File: src/rtl/vga_timing_ctrl.sv
// VGA 640x480@60 scan timing: counters, sync decode, one-cycle-early pixel request and blanked RGB.
// Optional frame counter and frame-start pulse are built only when VGA_FRAME_CNT_EN is defined.
module vga_timing_ctrl #(
  parameter logic [9:0] H_SYNC   = 10'd96,
  parameter logic [9:0] H_BACK   = 10'd40,
  parameter logic [9:0] H_LEFT   = 10'd8,
  parameter logic [9:0] H_VALID  = 10'd640,
  parameter logic [9:0] H_RIGHT  = 10'd8,
  parameter logic [9:0] H_FRONT  = 10'd8,
  parameter logic [9:0] V_SYNC   = 10'd2,
  parameter logic [9:0] V_BACK   = 10'd25,
  parameter logic [9:0] V_TOP    = 10'd8,
  parameter logic [9:0] V_VALID  = 10'd480,
  parameter logic [9:0] V_BOTTOM = 10'd8,
  parameter logic [9:0] V_FRONT  = 10'd2,
  parameter logic       SYNC_ACT = 1'b1
) (
  input  logic        vga_clk,
  input  logic        sys_rst_n,
  input  logic [15:0] pix_data,
  output logic [9:0]  pix_x,
  output logic [9:0]  pix_y,
  output logic        hsync,
  output logic        vsync,
  output logic [15:0] rgb
`ifdef VGA_FRAME_CNT_EN
  ,
  output logic [15:0] frame_cnt,
  output logic        frame_start
`endif
);

  localparam logic [9:0] H_TOTAL = H_SYNC + H_BACK + H_LEFT + H_VALID + H_RIGHT + H_FRONT;
  localparam logic [9:0] V_TOTAL = V_SYNC + V_BACK + V_TOP + V_VALID + V_BOTTOM + V_FRONT;
  localparam logic [9:0] H_MAX   = H_TOTAL - 10'd1;
  localparam logic [9:0] V_MAX   = V_TOTAL - 10'd1;
  localparam logic [9:0] HS0     = H_SYNC + H_BACK + H_LEFT;
  localparam logic [9:0] HE0     = HS0 + H_VALID;
  localparam logic [9:0] VS0     = V_SYNC + V_BACK + V_TOP;
  localparam logic [9:0] VE0     = VS0 + V_VALID;
  // Request window sits one column ahead of the visible window.
  localparam logic [9:0] REQ_S   = HS0 - 10'd1;
  localparam logic [9:0] REQ_E   = HE0 - 10'd1;
  localparam logic [9:0] NO_REQ  = 10'h3FF;

  logic [9:0] cnt_h_q, cnt_h_d;
  logic [9:0] cnt_v_q, cnt_v_d;
  logic       h_end, v_end, frame_end;
  logic       row_valid, rgb_valid, pix_data_req;

  always_comb begin
    h_end     = (cnt_h_q == H_MAX);
    v_end     = (cnt_v_q == V_MAX);
    frame_end = h_end && v_end;
    cnt_h_d   = h_end ? 10'd0 : cnt_h_q + 10'd1;
    cnt_v_d   = cnt_v_q;
    if (h_end) begin
      cnt_v_d = v_end ? 10'd0 : cnt_v_q + 10'd1;
    end
  end

  always_ff @(posedge vga_clk or negedge sys_rst_n) begin
    if (!sys_rst_n) begin
      cnt_h_q <= 10'd0;
      cnt_v_q <= 10'd0;
    end else begin
      cnt_h_q <= cnt_h_d;
      cnt_v_q <= cnt_v_d;
    end
  end

  always_comb begin
    hsync        = (cnt_h_q < H_SYNC) ? SYNC_ACT : ~SYNC_ACT;
    vsync        = (cnt_v_q < V_SYNC) ? SYNC_ACT : ~SYNC_ACT;
    row_valid    = (cnt_v_q >= VS0) && (cnt_v_q < VE0);
    rgb_valid    = row_valid && (cnt_h_q >= HS0) && (cnt_h_q < HE0);
    pix_data_req = row_valid && (cnt_h_q >= REQ_S) && (cnt_h_q < REQ_E);
    pix_x        = pix_data_req ? cnt_h_q - REQ_S : NO_REQ;
    pix_y        = pix_data_req ? cnt_v_q - VS0 : NO_REQ;
    rgb          = rgb_valid ? pix_data : 16'h0000;
  end

`ifdef VGA_FRAME_CNT_EN
  logic [15:0] frame_cnt_q, frame_cnt_d;
  logic        frame_start_q, frame_start_d;

  // Registering frame_end lands the pulse on the origin cycle, but not on the one after reset.
  always_comb begin
    frame_cnt_d   = frame_end ? frame_cnt_q + 16'd1 : frame_cnt_q;
    frame_start_d = frame_end;
  end

  always_ff @(posedge vga_clk or negedge sys_rst_n) begin
    if (!sys_rst_n) begin
      frame_cnt_q   <= 16'd0;
      frame_start_q <= 1'b0;
    end else begin
      frame_cnt_q   <= frame_cnt_d;
      frame_start_q <= frame_start_d;
    end
  end

  assign frame_cnt   = frame_cnt_q;
  assign frame_start = frame_start_q;
`endif

endmodule
File: config.mk
export PLATFORM = sky130hd
export DESIGN_NAME = vga_timing_ctrl
export DESIGN_NICKNAME = d
export VERILOG_FILES = /design/src/rtl/vga_timing_ctrl.sv
export SDC_FILE = /design/constraint.sdc
export NUM_CORES = 1
export LEC_CHECK = 0
export CORE_MARGIN = 8
export CORE_UTILIZATION = 45
export CTS_BUF_LIST = sky130_fd_sc_hd__clkbuf_2 sky130_fd_sc_hd__clkbuf_4 sky130_fd_sc_hd__clkbuf_8
export CTS_CLUSTER_SIZE = 24
export DETAILED_ROUTE_END_ITERATION = 6
export MAX_ROUTING_LAYER = met4
export PLACE_DENSITY_LB_ADDON = 0.08
export RECOVER_POWER = 50
export SLEW_MARGIN = 20
export SYNTH_ARGS = -nofsm -noshare
export SYNTH_HDL_FRONTEND = slang
export SYNTH_SLANG_ARGS = --single-unit
File: constraint.sdc
create_clock -name vga_clk -period 3.9 [get_ports vga_clk]
set_input_delay 0.975 -clock vga_clk [delete_from_list [all_inputs] [get_ports vga_clk]]
set_output_delay 0.975 -clock vga_clk [all_outputs]
set_load 0.1 [all_outputs]
==> run metrics, run 1 <==
Yosys reg bits 20; CP endpoint kind primary output; RSZ-0062 raised after global routing false; r2r setup slk 1530 ps; Final Cell Area 0.00238 mm²; Initial Util 0.461; CTS Hold Bufs 0; clock period minus worst slack between 3000 and 4000 ps; Cells after DPL approximately 280; post-CTS setup buffers 0; Crit Reg-Reg Startpoint cnt_h_q[0]$_DFF_PN0_; htree depth 1; routed vias 1550; CTS sink count 20; syn_area_per_cell 8.62 µm²; number of cell rows 22; Synth Net Count between 200 and 250; crit share post-route 0.925; hold endpoint cnt_h_q[0]$_DFF_PN0_; WHS 553 ps; CTS max path bufs 2; hold depth 1; CTS tree done; clk_skew slightly above 8 ps; Port Buffers 55; routability congestion estimate around 0.88; CP Data Required Time 2920 ps; FFs w/ async S/R, synth 1.00; hold path start cnt_h_q[0]$_DFF_PN0_; total CTS buffers 3; largest net degree at the start of global routing 22; Crit Path Max Fanout 11; Residual DRC 0; WL/cell 16.3 µm; root cell of the clock tree clkbuf_8; Layout Cells excl Fill between 200 and 300; antenna cells 0; Cell variety after synth between 40 and 50; Final HPWL DP 3530 µm; GRT Util Overall 0.160; vias in the first global route around 1600; placed cell area about 0.0023 mm²; Syn Std Cell Area 0.00166 mm²; first-pass GRT wire length 7790 µm; antenna viol nets, final 0; maximum VDD drop 0.105 mV; Ports 56; Startpoint Class flip-flop; Die ar. 0.00590 mm²; Layout area overhead 43.3%; Post-synth EDFFs 0; Max Cap Viol 0; Horiz. Die Dim about 77 µm; relative slew slack 0.383; Max Transition Viols Final 0; CTS resizes 0; Worst-Skew Late Latency around 260 ps; drt initial violations 85; Power Density 153 mW/mm²; share of post-route cells with drive strength above 1 0.272; main flop type after synthesis dfrtp_1; Reg clk slew, reported paths 80 ps; CP arrival about 2600 ps; Setup TNS Final 0 ps; LEAKAGE 1.08 nW; commonest cells after routing, fill and taps aside dfrtp_1 (20), buf_4 (20), buf_12 (20); R2R Path End cnt_v_q[0]$_DFFE_PN0P_; slew of the pin with the lowest slew margin 922 ps; Die Y 76.8 µm; status finished clean; final wirelength roughly 4600 µm; setup violators final 0; Core Area between 0.003 and 0.004 mm²; DRT Pass-1 Iters 6; CP Class flip-flop to primary output; Final Hold Vio Count 0; Yosys Warn Count 0; via/cell ratio 5.54; register area share after synthesis 0.301; initial antenna violation count 0; Hold Crit Class flip-flop to flip-flop; grt ovf 0; final net count 256; post-synthesis cell count 193; Max Clock Freq 277 MHz; FF-to-FF path depth 5
[worst max-delay path, cell delays in order, from the launching register on]
cell and delay [ps]:
dfrtp_1 450, ha_1 370, nor4_1 300, and4b_1 280, o22a_1 340, buf_4 240, o2111ai_1 170, buf_12 220
[worst max-delay path by stage]
stage	start	endpoint	slack, ps
final	cnt_v_q[0]$_DFFE_PN0P_	pix_x[6]	290
after global routing	cnt_v_q[0]$_DFFE_PN0P_	pix_x[6]	80
after CTS	cnt_v_q[0]$_DFFE_PN0P_	pix_x[6]	280
after detailed placement	cnt_v_q[0]$_DFFE_PN0P_	pix_x[6]	580
after global placement	cnt_v_q[0]$_DFFE_PN0P_	pix_x[6]	720
after floorplan	cnt_h_q[5]$_DFF_PN0_	pix_x[7]	290
[flip-flops by register name, summed over array words and instances (netlist names)]
signal and count:
cnt_v_q 10, cnt_h_q 10
[kinds of logic (layout without fill, tap and decap cells)]
kind of cell / Yosys count / after routing / synth area share
buffers and inverters: 28 / 67 / 0.0813
AOI/OAI and AO/OA: 30 / 30 / 0.145
and+or+nand+nor: 91 / 91 / 0.336
muxes: 1 / 1 / 0.00602
xor gates and xnor gates: 19 / 19 / 0.100
DFF: 20 / 20 / 0.301
adders and majority gates: 4 / 4 / 0.0301
[layer usage]
layer | global-route usage | wire length, µm
met1 | 0.204 | 2100
met2 | 0.239 | 2070
met3 | 0.0455 | 303
met4 | 0.0519 | 76
met5 | - | 0
[stage by stage]
step | power, mW | worst slack [ps] | util
global route | 0.377 | 76.5 | 0.661
global placement | 0.232 | 724 | 0.649
detailed placement | 0.232 | 579 | 0.649
floorplan | 0.212 | 294 | -
CTS | 0.368 | 282 | 0.661
finish | 0.366 | 294 | 0.661
[report_power, final]
group          switching, mW  internal (mW)  leakage (nW)
Combinational        0.00606         0.0146         0.797
Clock                 0.0688         0.0689        0.0216
Sequential                 0          0.207         0.265
[synth_stat cells (6+ instances only)]
cell type  count  area, µm²
nor2_1        12       45.0
and3_1         8       50.1
nand3_1       19       95.1
dfrtp_1       20        500
and2_2         6       45.0
o21ai_0        7       35.0
buf_2         12       60.1
xnor2_1       14        123
a21oi_1        6       30.0
inv_1          7       26.3
clkbuf_1       7       26.3
and2_4        10       87.6
[cell type report]
cell class	count	area, µm²
Multi-Input combinational cell	145	1030
Tap cell	48	60.1
Clock buffer	3	41.3
Timing Repair Buffer	57	721
Sequential cell	20	500
Inverter	7	26.3
Fill cell	285	1220
Note: power is estimated with default switching activity, not from simulation.
==> run 2: changes to the inputs <==
--- a/config.mk
+++ b/config.mk
@@ -13,6 +13,7 @@
 export MAX_ROUTING_LAYER = met4
 export PLACE_DENSITY_LB_ADDON = 0.08
 export RECOVER_POWER = 50
+export REMOVE_ABC_BUFFERS = 1
 export SLEW_MARGIN = 20
 export SYNTH_ARGS = -nofsm -noshare
 export SYNTH_HDL_FRONTEND = slang
==> run 2 against run 1 <==
Maximum frequency up 1.6%. Die area stayed put. Total power increased by 5.7%. Sequential cell count did not move. Via count shrank 0.84%. Non-clock buffer count increased by 1. Hold slack got worse by 29 ps. Register-to-register slack better by 50 ps. Sequential share of layout area is 0.077 points lower. Clock power up 15%. Wire length increased by 1.6%. Global-route usage fell by 0.20 points.
==> run metrics, run 2 (same netlist as run 1, synthesis figures left out) <==
Final Cell Area 0.00239 mm²; final net count roughly 260; antenna cells 0; Final HPWL DP about 3700 µm; Residual DRC 0; CTS tree done; CP endpoint kind primary output; htree depth 1; vias in the first global route 1524; routability congestion estimate 0.905; Horiz. Die Dim 76.8 µm; CTS Hold Bufs 0; initial antenna violation count 0; via/cell ratio 5.45; clk_skew 8.52 ps; Core Area between 0.003 and 0.004 mm²; CTS sink count 20; Ports 56; Max Transition Viols Final 0; placed cell area 0.00234 mm²; Port Buffers 55; Crit path largest cell delay 450 ps; CTS max path bufs 2; Max Clock Freq roughly 280 MHz; maximum VDD drop 0.141 mV; r2r setup slk 1580 ps; Regs by FF count cnt_h_q: 10 flops, cnt_v_q: 10 flops; CP Class flip-flop to primary output; WHS roughly 520 ps; slew of the pin with the lowest slew margin roughly 1100 ps; Die Y 76.8 µm; Layout area overhead 43.8%; crit share post-route 0.910; number of cell rows 22; Hold Crit Class flip-flop to flip-flop; largest net degree at the start of global routing 22; CP Data Required Time a little under 3000 ps; post-CTS setup buffers 0; Worst-Skew Late Latency 260 ps; most common cell after layout, fill and taps aside buf_4; Slowest-stage cell, CP dfrtp_1; setup violators final 0; commonest cells after routing, fill and taps aside buf_4 (21), dfrtp_1 (20), buf_12 (20); Crit Path Max Fanout 12; grt ovf 0; Reg clk slew, reported paths 70 ps; antenna viol nets, final 0; CTS resizes 0; clock period minus worst slack 3550 ps; final wirelength 4620 µm; Max Cap Viol 0; Die ar. 0.00590 mm²; LEAKAGE 1.09 nW; status finished clean; first-pass GRT wire length 7600 µm; root cell of the clock tree clkbuf_8; drt initial violations between 60 and 70; DRT Pass-1 Iters 4; RSZ-0062 raised after global routing false; Layout Cells excl Fill 282; share of post-route cells with drive strength above 1 0.274; total CTS buffers 3; relative slew slack 0.253; Final Hold Vio Count 0; routed vias 1537; Startpoint Class flip-flop; Cells after DPL 278; GRT Util Overall 0.158; critical path cell sequence ha_1 > nor4_1 > and4b_1 > o22a_1 > buf_4 > o2111ai_1 > buf_12; CP arrival around 2600 ps; WL/cell around 16 µm; Power Density 162 mW/mm²; Initial Util 0.461
run 2: where the power goes:
group	switching, mW	total [mW]	leakage [nW]	internal [mW]
sequential	0	0.207	0.265	0.207
combinational	0.00595	0.0200	0.796	0.0141
clock	0.0691	0.159	0.0288	0.0899
run 2: worst max-delay path, delay by kind of cell, from the launching register on:
| kind | cells | cell delay, ps |
|---|---|---|
| compound gates | 2 | 480 |
| flops | 1 | 450 |
| fa+ha+maj | 1 | 370 |
| simple gates | 2 | 540 |
| buf+inv | 2 | 470 |
run 2: final timing paths:
kind,from,end,cells past startpoint
worst max-delay path,cnt_v_q[0]$_DFFE_PN0P_,pix_x[6],7
min in group asynchronous,sys_rst_n,cnt_h_q[6]$_DFF_PN0_,1
worst min register to register,cnt_h_q[0]$_DFF_PN0_,cnt_h_q[0]$_DFF_PN0_,1
worst min-delay path,cnt_h_q[0]$_DFF_PN0_,cnt_h_q[0]$_DFF_PN0_,1
max in group asynchronous,sys_rst_n,cnt_v_q[1]$_DFFE_PN0P_,1
worst max register to register,cnt_h_q[0]$_DFF_PN0_,cnt_v_q[0]$_DFFE_PN0P_,5
run 2: area by class of cell:
class | count | area [µm²]
clock buffers | 4 | 55.1
multi-input cells | 145 | 1030
flip-flops and latches | 20 | 500
inverters | 7 | 26.3
well taps | 48 | 60.1
repair buffers | 58 | 722
fillers | 304 | 1210
run 2: through the flow:
stage	utilization	total power [mW]	setup TNS (ps)	setup WS (ps)
final	0.663	0.386	0	350
after global routing	0.663	0.398	0	103
after CTS	0.665	0.391	0	374
after detailed placement	0.650	0.232	0	682
after global placement	0.650	0.232	0	727
after floorplan	-	0.212	-2440	-2280
run 2: layer usage:
metal / GRT usage / share of wire
met5: - / 0
met2: 0.282 / 0.51
met1: 0.174 / 0.43
met3: 0.0350 / 0.047
met4: 0.0385 / 0.010
==> run 3: changes to the inputs <==
--- a/config.mk
+++ b/config.mk
@@ -5,7 +5,6 @@
 export SDC_FILE = /design/constraint.sdc
 export NUM_CORES = 1
 export LEC_CHECK = 0
-export CORE_MARGIN = 8
 export CORE_UTILIZATION = 45
 export CTS_BUF_LIST = sky130_fd_sc_hd__clkbuf_2 sky130_fd_sc_hd__clkbuf_4 sky130_fd_sc_hd__clkbuf_8
 export CTS_CLUSTER_SIZE = 24
@@ -18,3 +17,4 @@
 export SYNTH_ARGS = -nofsm -noshare
 export SYNTH_HDL_FRONTEND = slang
 export SYNTH_SLANG_ARGS = --single-unit
+export TNS_END_PERCENT = 50
==> run 3 against run 2 <==
Combinational power increased by 2%. Clock skew about the same. Non-clock buffer count increased by 1. Count of clock-buffer cells in the layout decreased by 1. Via count increased by 1.6%. Critical path type unchanged. Critical endpoint is now pix_y[0]. Largest cell class unchanged.
==> run metrics, run 3 (same netlist as run 1, synthesis figures left out) <==
CP Class flip-flop to primary output; CTS sink count 20; Total Power around 0.36 mW; Crit Reg-Reg Startpoint cnt_h_q[0]$_DFF_PN0_; CP endpoint kind primary output; Final Cell Area approximately 0.0024 mm²; most common cell after layout, fill and taps aside buf_4; number of cell rows 21; CTS max path bufs 2; setup violators final 0; global routing's busiest layer met2; crit share post-route 0.918; Residual DRC 0; CP arrival 2610 ps; r2r setup slk about 1500 ps; Max Cap Viol 0; Core Area 0.00344 mm²; Power Density 153 mW/mm²; Levels on crit path 7; vias in the first global route 1452; Worst-Skew Late Latency 260 ps; Crit path largest cell delay 450 ps; status finished clean; Cells after DPL 277; final net count approximately 260; CTS tree done; hold depth 1; maximum VDD drop 0.108 mV; Port Buffers 55; Psw 0.0740 mW; relative slew slack 0.382; met2 usage 0.359; final worst setup slack between 300 and 400 ps; Net Sw Frac 0.203; RSZ-0062 raised after global routing false; Final Hold Vio Count 0; antenna cells 0; largest net degree at the start of global routing 22; Slowest-stage cell, CP dfrtp_1; GRT Util Overall 0.224; Layout area overhead 43.6%; combinational power share 0.056; root cell of the clock tree clkbuf_8; worst slack, placed 620 ps; drt initial violations 159; routability congestion estimate 0.849; Regs by FF count cnt_h_q: 10 flops, cnt_v_q: 10 flops; antenna viol nets, final 0; placed cell area 0.00235 mm²; Crit Path Max Fanout 11; clock period minus worst slack 3580 ps; grt ovf 0; hold endpoint cnt_h_q[0]$_DFF_PN0_; hold path start cnt_h_q[0]$_DFF_PN0_; Crit path max-delay family simple AND/OR/NAND/NOR gates; FF-to-FF path depth 5; final wirelength 4110 µm; CTS Hold Bufs 0; WL/cell 14.7 µm; R2R Path End cnt_v_q[0]$_DFFE_PN0P_; htree depth 1; Util after Layout 0.694; Max Transition Viols Final 0; CP bufs+invs 2; grt met1 use 0.287; critical path cell sequence ha_1 > nor4_1 > and4b_1 > o22a_1 > buf_4 > nand3_1 > buf_12; Ports 56; Die Y 62.8 µm; routing usage on met3 0.0365; Initial Util 0.483; initial antenna violation count 0; Max Clock Freq roughly 280 MHz; Final HPWL DP 3050 µm; clock power share 0.376; routed vias around 1600; clk_skew 8.34 ps; Die ar. between 0.003 and 0.004 mm²; total CTS buffers 3; via/cell ratio 5.58; Horiz. Die Dim 62.8 µm; Int Power between 0.2 and 0.3 mW; post-CTS setup buffers 0; LEAKAGE 1.09 nW; CTS resizes 0; Hold Crit Class flip-flop to flip-flop; commonest cells after routing, fill and taps aside buf_4 (22), dfrtp_1 (20), buf_12 (20); Startpoint Class flip-flop; DRT Pass-1 Iters 4; Seq pwr share 0.568; CP Data Required Time between 2000 and 3000 ps; share of post-route cells with drive strength above 1 0.274; first-pass GRT wire length 6860 µm; slew of the pin with the lowest slew margin 925 ps; Layout Cells excl Fill 280; Reg clk slew, reported paths 80 ps
## run 3: cell count changes in the layout (fill, tap and decap cells not counted)
cell,change
buf_4,+1
dlygate4sd3_1,+1
clkbuf_8,-1
clkbuf_1,-1
## run 3: area by class of cell
cell class                      instances  area (µm²)
Fill cell                             280        1050
Multi-Input combinational cell        145        1030
Inverter                                7        26.3
Timing Repair Buffer                   59         736
Tap cell                               46        57.6
Clock buffer                            3        41.3
Sequential cell                        20         500
## run 3: power by group through the flow
stage	Clock (mW)	Sequential (mW)	Combinational (mW)
2_1_floorplan	0	0.211	0.000153
3_3_place_gp	0	0.211	0.0208
3_5_place_dp	0	0.211	0.0211
4_1_cts	0.144	0.207	0.0212
5_1_grt	0.152	0.207	0.0225
6_report	0.137	0.207	0.0204
## run 3: routing by layer
metal,share of wire,vias to the layer above,routed length [µm]
met4,0.013,0,52
met1,0.44,741,1810
met3,0.061,5,250
met5,0,-,0
met2,0.48,60,1990
li1,-,755,-
## run 3: metrics by stage
step	hold slack [ps]	TNS, ps
final	529	0
after floorplan	485	-2440
after detailed placement	523	0
after global routing	553	0
after CTS	535	0
after global placement	510	0
## run 3: how the worst max path moves through the flow
stage	end	slack, ps	from
global placement	pix_y[0]	730	cnt_v_q[0]$_DFFE_PN0P_
detailed placement	pix_y[0]	620	cnt_v_q[0]$_DFFE_PN0P_
finish	pix_y[0]	320	cnt_v_q[0]$_DFFE_PN0P_
floorplan	hsync	-2280	cnt_h_q[5]$_DFF_PN0_
CTS	pix_y[0]	320	cnt_v_q[0]$_DFFE_PN0P_
global route	pix_y[0]	90	cnt_v_q[0]$_DFFE_PN0P_
